[src/rtl/ahb_resp_mux_router.sv]
// AHB data-phase response router: steers the owning slave's response to the owning master, with a built-in ERROR default slave.
// Optional wait-state timeout enabled by defining AHB_RESP_TIMEOUT_EN.
module ahb_resp_mux_router #(
  parameter int NUM_SLAVES     = 4,
  parameter int NUM_MASTERS    = 2,
  parameter int DATA_WIDTH     = 32,
  parameter logic [DATA_WIDTH-1:0] DEFAULT_RDATA = 32'hDEADBEEF,
  parameter int TIMEOUT_CYCLES = 16,
  localparam int MW = (NUM_MASTERS > 1) ? $clog2(NUM_MASTERS) : 1
) (
  input  logic                  Hclk,
  input  logic                  Hresetn,
  input  logic [NUM_SLAVES-1:0] Hsel,
  input  logic [MW-1:0]         Hmaster,
  input  logic [1:0]            Htrans,
  input  logic [DATA_WIDTH-1:0] Hrdata_S [NUM_SLAVES],
  input  logic [1:0]            Hresp_S [NUM_SLAVES],
  input  logic                  Hreadyout_S [NUM_SLAVES],
  output logic [DATA_WIDTH-1:0] Hrdata [NUM_MASTERS],
  output logic [1:0]            Hresp [NUM_MASTERS],
  output logic                  Hready,
  output logic                  Htimeout
);

  localparam int SW = (NUM_SLAVES > 1) ? $clog2(NUM_SLAVES) : 1;

  typedef enum logic [1:0] {
    ST_IDLE = 2'd0,
    ST_ERR1 = 2'd1,
    ST_ERR2 = 2'd2
  } state_t;

  state_t                  state_r, state_s;
  logic [NUM_SLAVES-1:0]   sel_r;
  logic [MW-1:0]           master_r;
  logic                    active_r;
  logic [SW-1:0]           sel_idx_s;
  logic                    map_ok_s;
  logic                    addr_unmapped_s;
  logic                    hready_s;
  logic [DATA_WIDTH-1:0]   rdata_s;
  logic [1:0]              resp_s;
  logic                    tmo_hit_s;

  // Non-one-hot selects resolve to the lowest set bit.
  function automatic logic [SW-1:0] lowest_idx(input logic [NUM_SLAVES-1:0] v);
    logic [SW-1:0] idx;
    idx = {SW{1'b0}};
    for (int i = NUM_SLAVES - 1; i >= 0; i--) begin
      if (v[i]) idx = SW'(i);
    end
    return idx;
  endfunction

  function automatic logic master_ok(input logic [MW-1:0] m);
    return (32'(m) < 32'(NUM_MASTERS));
  endfunction

  assign sel_idx_s       = lowest_idx(sel_r);
  assign map_ok_s        = active_r && (sel_r != {NUM_SLAVES{1'b0}}) && master_ok(master_r);
  assign addr_unmapped_s = Htrans[1] && ((Hsel == {NUM_SLAVES{1'b0}}) || !master_ok(Hmaster));

  // Response selection for the master owning the current data phase.
  always_comb begin
    hready_s = 1'b1;
    resp_s   = 2'b00;
    rdata_s  = DEFAULT_RDATA;
    if (state_r == ST_ERR1) begin
      hready_s = 1'b0;
      resp_s   = 2'b01;
    end else if (state_r == ST_ERR2) begin
      hready_s = 1'b1;
      resp_s   = 2'b01;
    end else if (map_ok_s) begin
      hready_s = Hreadyout_S[sel_idx_s];
      resp_s   = Hresp_S[sel_idx_s];
      rdata_s  = Hrdata_S[sel_idx_s];
    end else begin
      hready_s = 1'b1;
    end
  end

  // Fan the selected response out to the owning master only.
  always_comb begin
    for (int m = 0; m < NUM_MASTERS; m++) begin
      if (32'(master_r) == 32'(m)) begin
        Hrdata[m] = rdata_s;
        Hresp[m]  = resp_s;
      end else begin
        Hrdata[m] = DEFAULT_RDATA;
        Hresp[m]  = 2'b00;
      end
    end
  end

  assign Hready = hready_s;

  // Default-slave / timeout FSM next state; an unmapped capture enters ERR1 directly.
  always_comb begin
    state_s = state_r;
    case (state_r)
      ST_ERR1: state_s = ST_ERR2;
      ST_IDLE, ST_ERR2: begin
        if (hready_s) state_s = addr_unmapped_s ? ST_ERR1 : ST_IDLE;
        else if (tmo_hit_s) state_s = ST_ERR1;
        else state_s = state_r;
      end
      default: state_s = ST_IDLE;
    endcase
  end

  // Address-phase capture and FSM state register.
  always_ff @(posedge Hclk or posedge Hresetn) begin
    if (Hresetn) begin
      state_r  <= ST_IDLE;
      sel_r    <= {NUM_SLAVES{1'b0}};
      master_r <= {MW{1'b0}};
      active_r <= 1'b0;
    end else begin
      state_r <= state_s;
      if (hready_s) begin
        sel_r    <= Hsel;
        master_r <= Hmaster;
        active_r <= Htrans[1];
      end
    end
  end

`ifdef AHB_RESP_TIMEOUT_EN
  localparam int CW = $clog2(TIMEOUT_CYCLES + 1);

  logic [CW-1:0] tmo_cnt_r;
  logic          htimeout_r;
  logic          stall_s;

  assign stall_s   = (state_r == ST_IDLE) && map_ok_s && !Hreadyout_S[sel_idx_s];
  assign tmo_hit_s = stall_s && (tmo_cnt_r == CW'(TIMEOUT_CYCLES - 1));

  // Wait-state counter; the pulse lines up with the first forced ERROR cycle.
  always_ff @(posedge Hclk or posedge Hresetn) begin
    if (Hresetn) begin
      tmo_cnt_r  <= {CW{1'b0}};
      htimeout_r <= 1'b0;
    end else begin
      htimeout_r <= tmo_hit_s;
      if (hready_s) tmo_cnt_r <= {CW{1'b0}};
      else if (stall_s) tmo_cnt_r <= tmo_cnt_r + CW'(1);
    end
  end

  assign Htimeout = htimeout_r;
`else
  assign tmo_hit_s = 1'b0;
  assign Htimeout  = (TIMEOUT_CYCLES < 2) & 1'b0;
`endif

endmodule

[config.mk]
export PLATFORM = sky130hd
export DESIGN_NAME = ahb_resp_mux_router
export DESIGN_NICKNAME = d
export VERILOG_FILES = /design/src/rtl/ahb_resp_mux_router.sv
export SDC_FILE = /design/constraint.sdc
export NUM_CORES = 1
export LEC_CHECK = 0
export CELL_PAD_IN_SITES_DETAIL_PLACEMENT = 0
export CELL_PAD_IN_SITES_GLOBAL_PLACEMENT = 1
export CORE_ASPECT_RATIO = 0.6
export CORE_MARGIN = 2
export CORE_UTILIZATION = 16
export CTS_CLUSTER_DIAMETER = 60
export DETAILED_ROUTE_END_ITERATION = 8
export GPL_TIMING_DRIVEN = 0
export PLACE_DENSITY_LB_ADDON = 0.12
export SLEW_MARGIN = 15
export SYNTH_ARGS = -nofsm -noshare
export SYNTH_HDL_FRONTEND = slang
export SYNTH_SLANG_ARGS = --single-unit
[constraint.sdc]
create_clock -name Hclk -period 2.3 [get_ports Hclk]
set_input_delay 0.46 -clock Hclk [delete_from_list [all_inputs] [get_ports Hclk]]
set_output_delay 0.46 -clock Hclk [all_outputs]
set_load 0.01 [all_outputs]
==> results.py <==
metrics = {
    "die": {
        "coreArea_sq_mm": 0.01119,
        "start_util_pct": 16.25,
        "die_y_microns": 86.57,
        "io_pins": 219,
        "dieArea_sq_mm": 0.01226,
        "num_rows": 30,
        "die_w_microns": 141.6,
    },
    "grt": {
        "grt_pass1_wl_microns": 14010,
        "grt_usage_pct": 14.65,
        "grt_pass1_vias": 2454,
        "antenna_found_initial": 0,
        "grt_max_degree": 11,
        "overflow": 0,
    },
    "yosys": {
        "synth_most_common_cell": "mux4_2",
        "synth_cells": 174,
        "synth_compound_area_share_pct": 6.469,
        "synth_top_area_share_pct": 37.16,
        "synth-edff-count": 0,
        "synthAdderAreaFrac_pct": 0.5506,
        "synth_area_leaders": "mux4_2 37%, dfrtp_1 11%, or3_1 8.3%",
        "synthArstFlopShare_pct": 100.0,
        "muxShareOfSynthArea_pct": 43.98,
        "yosys_warnings": 0,
        "synth_flop_cell": "dfrtp_1",
        "synth_top_family_by_area": "multiplexers",
        "yosysSeqAreaShare_pct": 11.01,
        "synth.distinct_cells": 38,
        "synth_top_area_cell": "mux4_2",
        "syn-num-nets": 323,
        "yosys.area_share.simple_pct": 31.59,
        "synth_commonest_cells": "30 x mux4_2, 24 x or3_1, 20 x or2_1, 19 x and2_1, 8 x dfrtp_1",
        "synth-xor-area-share_pct": 0.4818,
        "ys_ff_latch": 8,
        "syn-cell-area_sq_mm": 0.001818,
        "avgSynthCellArea_sq_um": 10.45,
    },
    "critical_path": {
        "cpMostUsedCell": "buf_12",
        "slowest_stage": "mux4_2",
        "required_ns": 1.84,
        "crit_chain": "buf_6 > o21bai_4 > buf_8 > buf_12 > buf_12 > mux4_2 > or3_1 > buf_2",
        "worst_setup_path_end_kind": "primary output",
        "crit_fanout": 8,
        "setup.worst_path.start_class": "flip-flop",
        "cp.arrival_ns": 2.25,
        "crit_type": "reg -> out",
        "slowest_delay_ns": 0.49,
    },
    "routing": {
        "wl_microns": 9496,
        "dr.pass1.iters": 4,
        "drtIter0Drc": 59,
        "antenna_left": 0,
        "vias": 2385,
        "via_per_inst": 4.251,
        "routedWlPerCell_microns": 16.93,
        "post-route-drc-count": 0,
    },
    "clock_network": {
        "clock_path_buffers": 2,
        "root_buffer": "clkbuf_16",
        "cts_made_buffers": 3,
        "clk-insertion-delay-late_ns": 0.23,
        "clock-sinks": 8,
        "htreeDepth": 1,
        "cts_tree": "built",
        "ctsHoldBuffers": 0,
        "clk_pin_slew_ns": 0.04,
    },
    "run_status": {
        "violations": "setup timing",
        "status": "complete, but fails checks",
    },
    "final_layout": {
        "area_growth_pct": 143.3,
        "multi_input_area_sq_mm": 0.001605,
        "n_fill_cell": 1120,
        "diodes": 0,
        "drive_above_1_share_pct": 41.01,
        "seqCellArea_sq_um": 203.9,
        "nets": 568,
    },
    "timing": {
        "finClkSkew_ns": 0.005161,
        "setup_slack_ns": -0.4113,
        "setup_viol": 66,
        "hold_ws_ns": 0.4949,
        "tns_ns": -21.63,
        "max_freq_ghz": 0.3688,
        "finalCritPeriodShare_pct": 117.9,
        "fin_crit_ns": 2.711,
        "drv_slew": 0,
        "finalHoldViolations": 0,
        "rsz0062_at_grt": "yes",
    },
    "pwr": {
        "powerDensity_mw_per_mm2": 980.2,
        "leakagePower_nw": 1.703,
        "ir_worst_vdd_v": 0.0003377,
    },
    "min_path": {
        "hold_path_class": "in -> async",
    },
    "place": {
        "place.port_buffers": 216,
        "place.gp.congestion": 0.7830,
        "dp_hpwl_microns": 7565,
    },
    "run": {
        "max-cap-violations": 0,
    },
}
## logic make-up (layout without fill, tap and decap cells)
kind of cell	count (synthesis)	after routing
AND/OR/NAND/NOR	94	94
multiplexers	36	36
other	1	1
buffers and inverters	19	262
adder cells (fa/ha/maj)	1	1
XOR/XNOR	1	1
AO/OA/AOI/OAI	14	14
flip-flops	8	8
## final cells by class
| cell class | instances | share of cell area (%) |
|---|---|---|
| repair buffers | 241 | 50.04 |
| well taps | 144 | 4.074 |
| plain buffers | 15 | 3.027 |
| clock buffers | 3 | 1.697 |
| multi-input cells | 147 | 36.29 |
| flip-flops and latches | 8 | 4.611 |
| inverters | 3 | 0.2546 |
## state kept, by name, summed over array words and instances, names as in the netlist
name	flops
active_r	1
state_r	2
master_r	1
sel_r	4
## critical path, delay by kind of cell, from the launching register on
family	cells	cell delay [ns]
compound gates	1	0.16
flops	1	0.36
buf+inv	5	0.64
simple gates	1	0.35
mux	1	0.49
## path summary, 6_finish.rpt
| check | endpoint | startpoint | slack, ns | cells after the start |
|---|---|---|---|---|
| setup reg to reg | master_r$_DFFE_PP0P_ | sel_r[0]$_DFFE_PP0P_ | 0.32 | 7 |
| setup / recovery | Hrdata[35] | sel_r[1]$_DFFE_PP0P_ | -0.41 | 8 |
| min in group Hclk | state_r[1]$_DFFE_PP0P_ | state_r[1]$_DFFE_PP0P_ | 0.58 | 1 |
| hold reg to reg | state_r[1]$_DFFE_PP0P_ | state_r[1]$_DFFE_PP0P_ | 0.58 | 1 |
| max in group asynchronous | sel_r[2]$_DFFE_PP0P_ | Hresetn | 1.53 | 2 |
| hold / removal | sel_r[1]$_DFFE_PP0P_ | Hresetn | 0.49 | 2 |
## routing by layer
layer,wire (microns),GRT usage (%),up-vias
li1,-,-,1152
met1,4389,20.18,1119
met2,4427,24.80,109
met3,643,3.039,5
met4,36,1.364,0
met5,0,0,-
## power by group
| part | switching, mW | total [mW] | leakage, nW | internal (mW) |
|---|---|---|---|---|
| sequential | 0.0625 | 0.255 | 0.0950 | 0.193 |
| clock | 0.0712 | 0.296 | 0.0370 | 0.225 |
| combinational | 1.59 | 3.78 | 1.57 | 2.19 |
## placed cells by master (no fill, tap or decap), types with 5 or more instances in the layout
master | synthesis | final
buf_6 | 3 | 23
and2_1 | 19 | 16
or3_1 | 24 | 22
buf_2 | 5 | 51
clkbuf_2 | 0 | 6
clkbuf_1 | 7 | 5
buf_12 | 0 | 7
clkdlybuf4s50_1 | 0 | 147
dfrtp_1 | 8 | 5
buf_4 | 1 | 14
mux4_2 | 30 | 33
or2_1 | 20 | 20
## what timing repair did
item,in CTS,in global routing
buffers inserted,17,7
cloned,1,1
pin swaps,23,15
gates resized for setup,322,25
endpoints found under the setup margin,69,69
## through the flow
step,setup slack [ns],instance area [sq um],power [mW],cells,util [%]
6_report,-0.4113,4423,4.335,561,39.54
3_5_place_dp,-0.8265,4160,3.517,534,37.19
2_1_floorplan,0.01242,1818,2.035,174,-
4_1_cts,-0.4779,4293,4.158,554,38.38
3_3_place_gp,-0.8232,4160,3.524,534,37.19
5_1_grt,-0.4975,4423,4.678,561,39.54
Power figures use the tool's default switching activity.
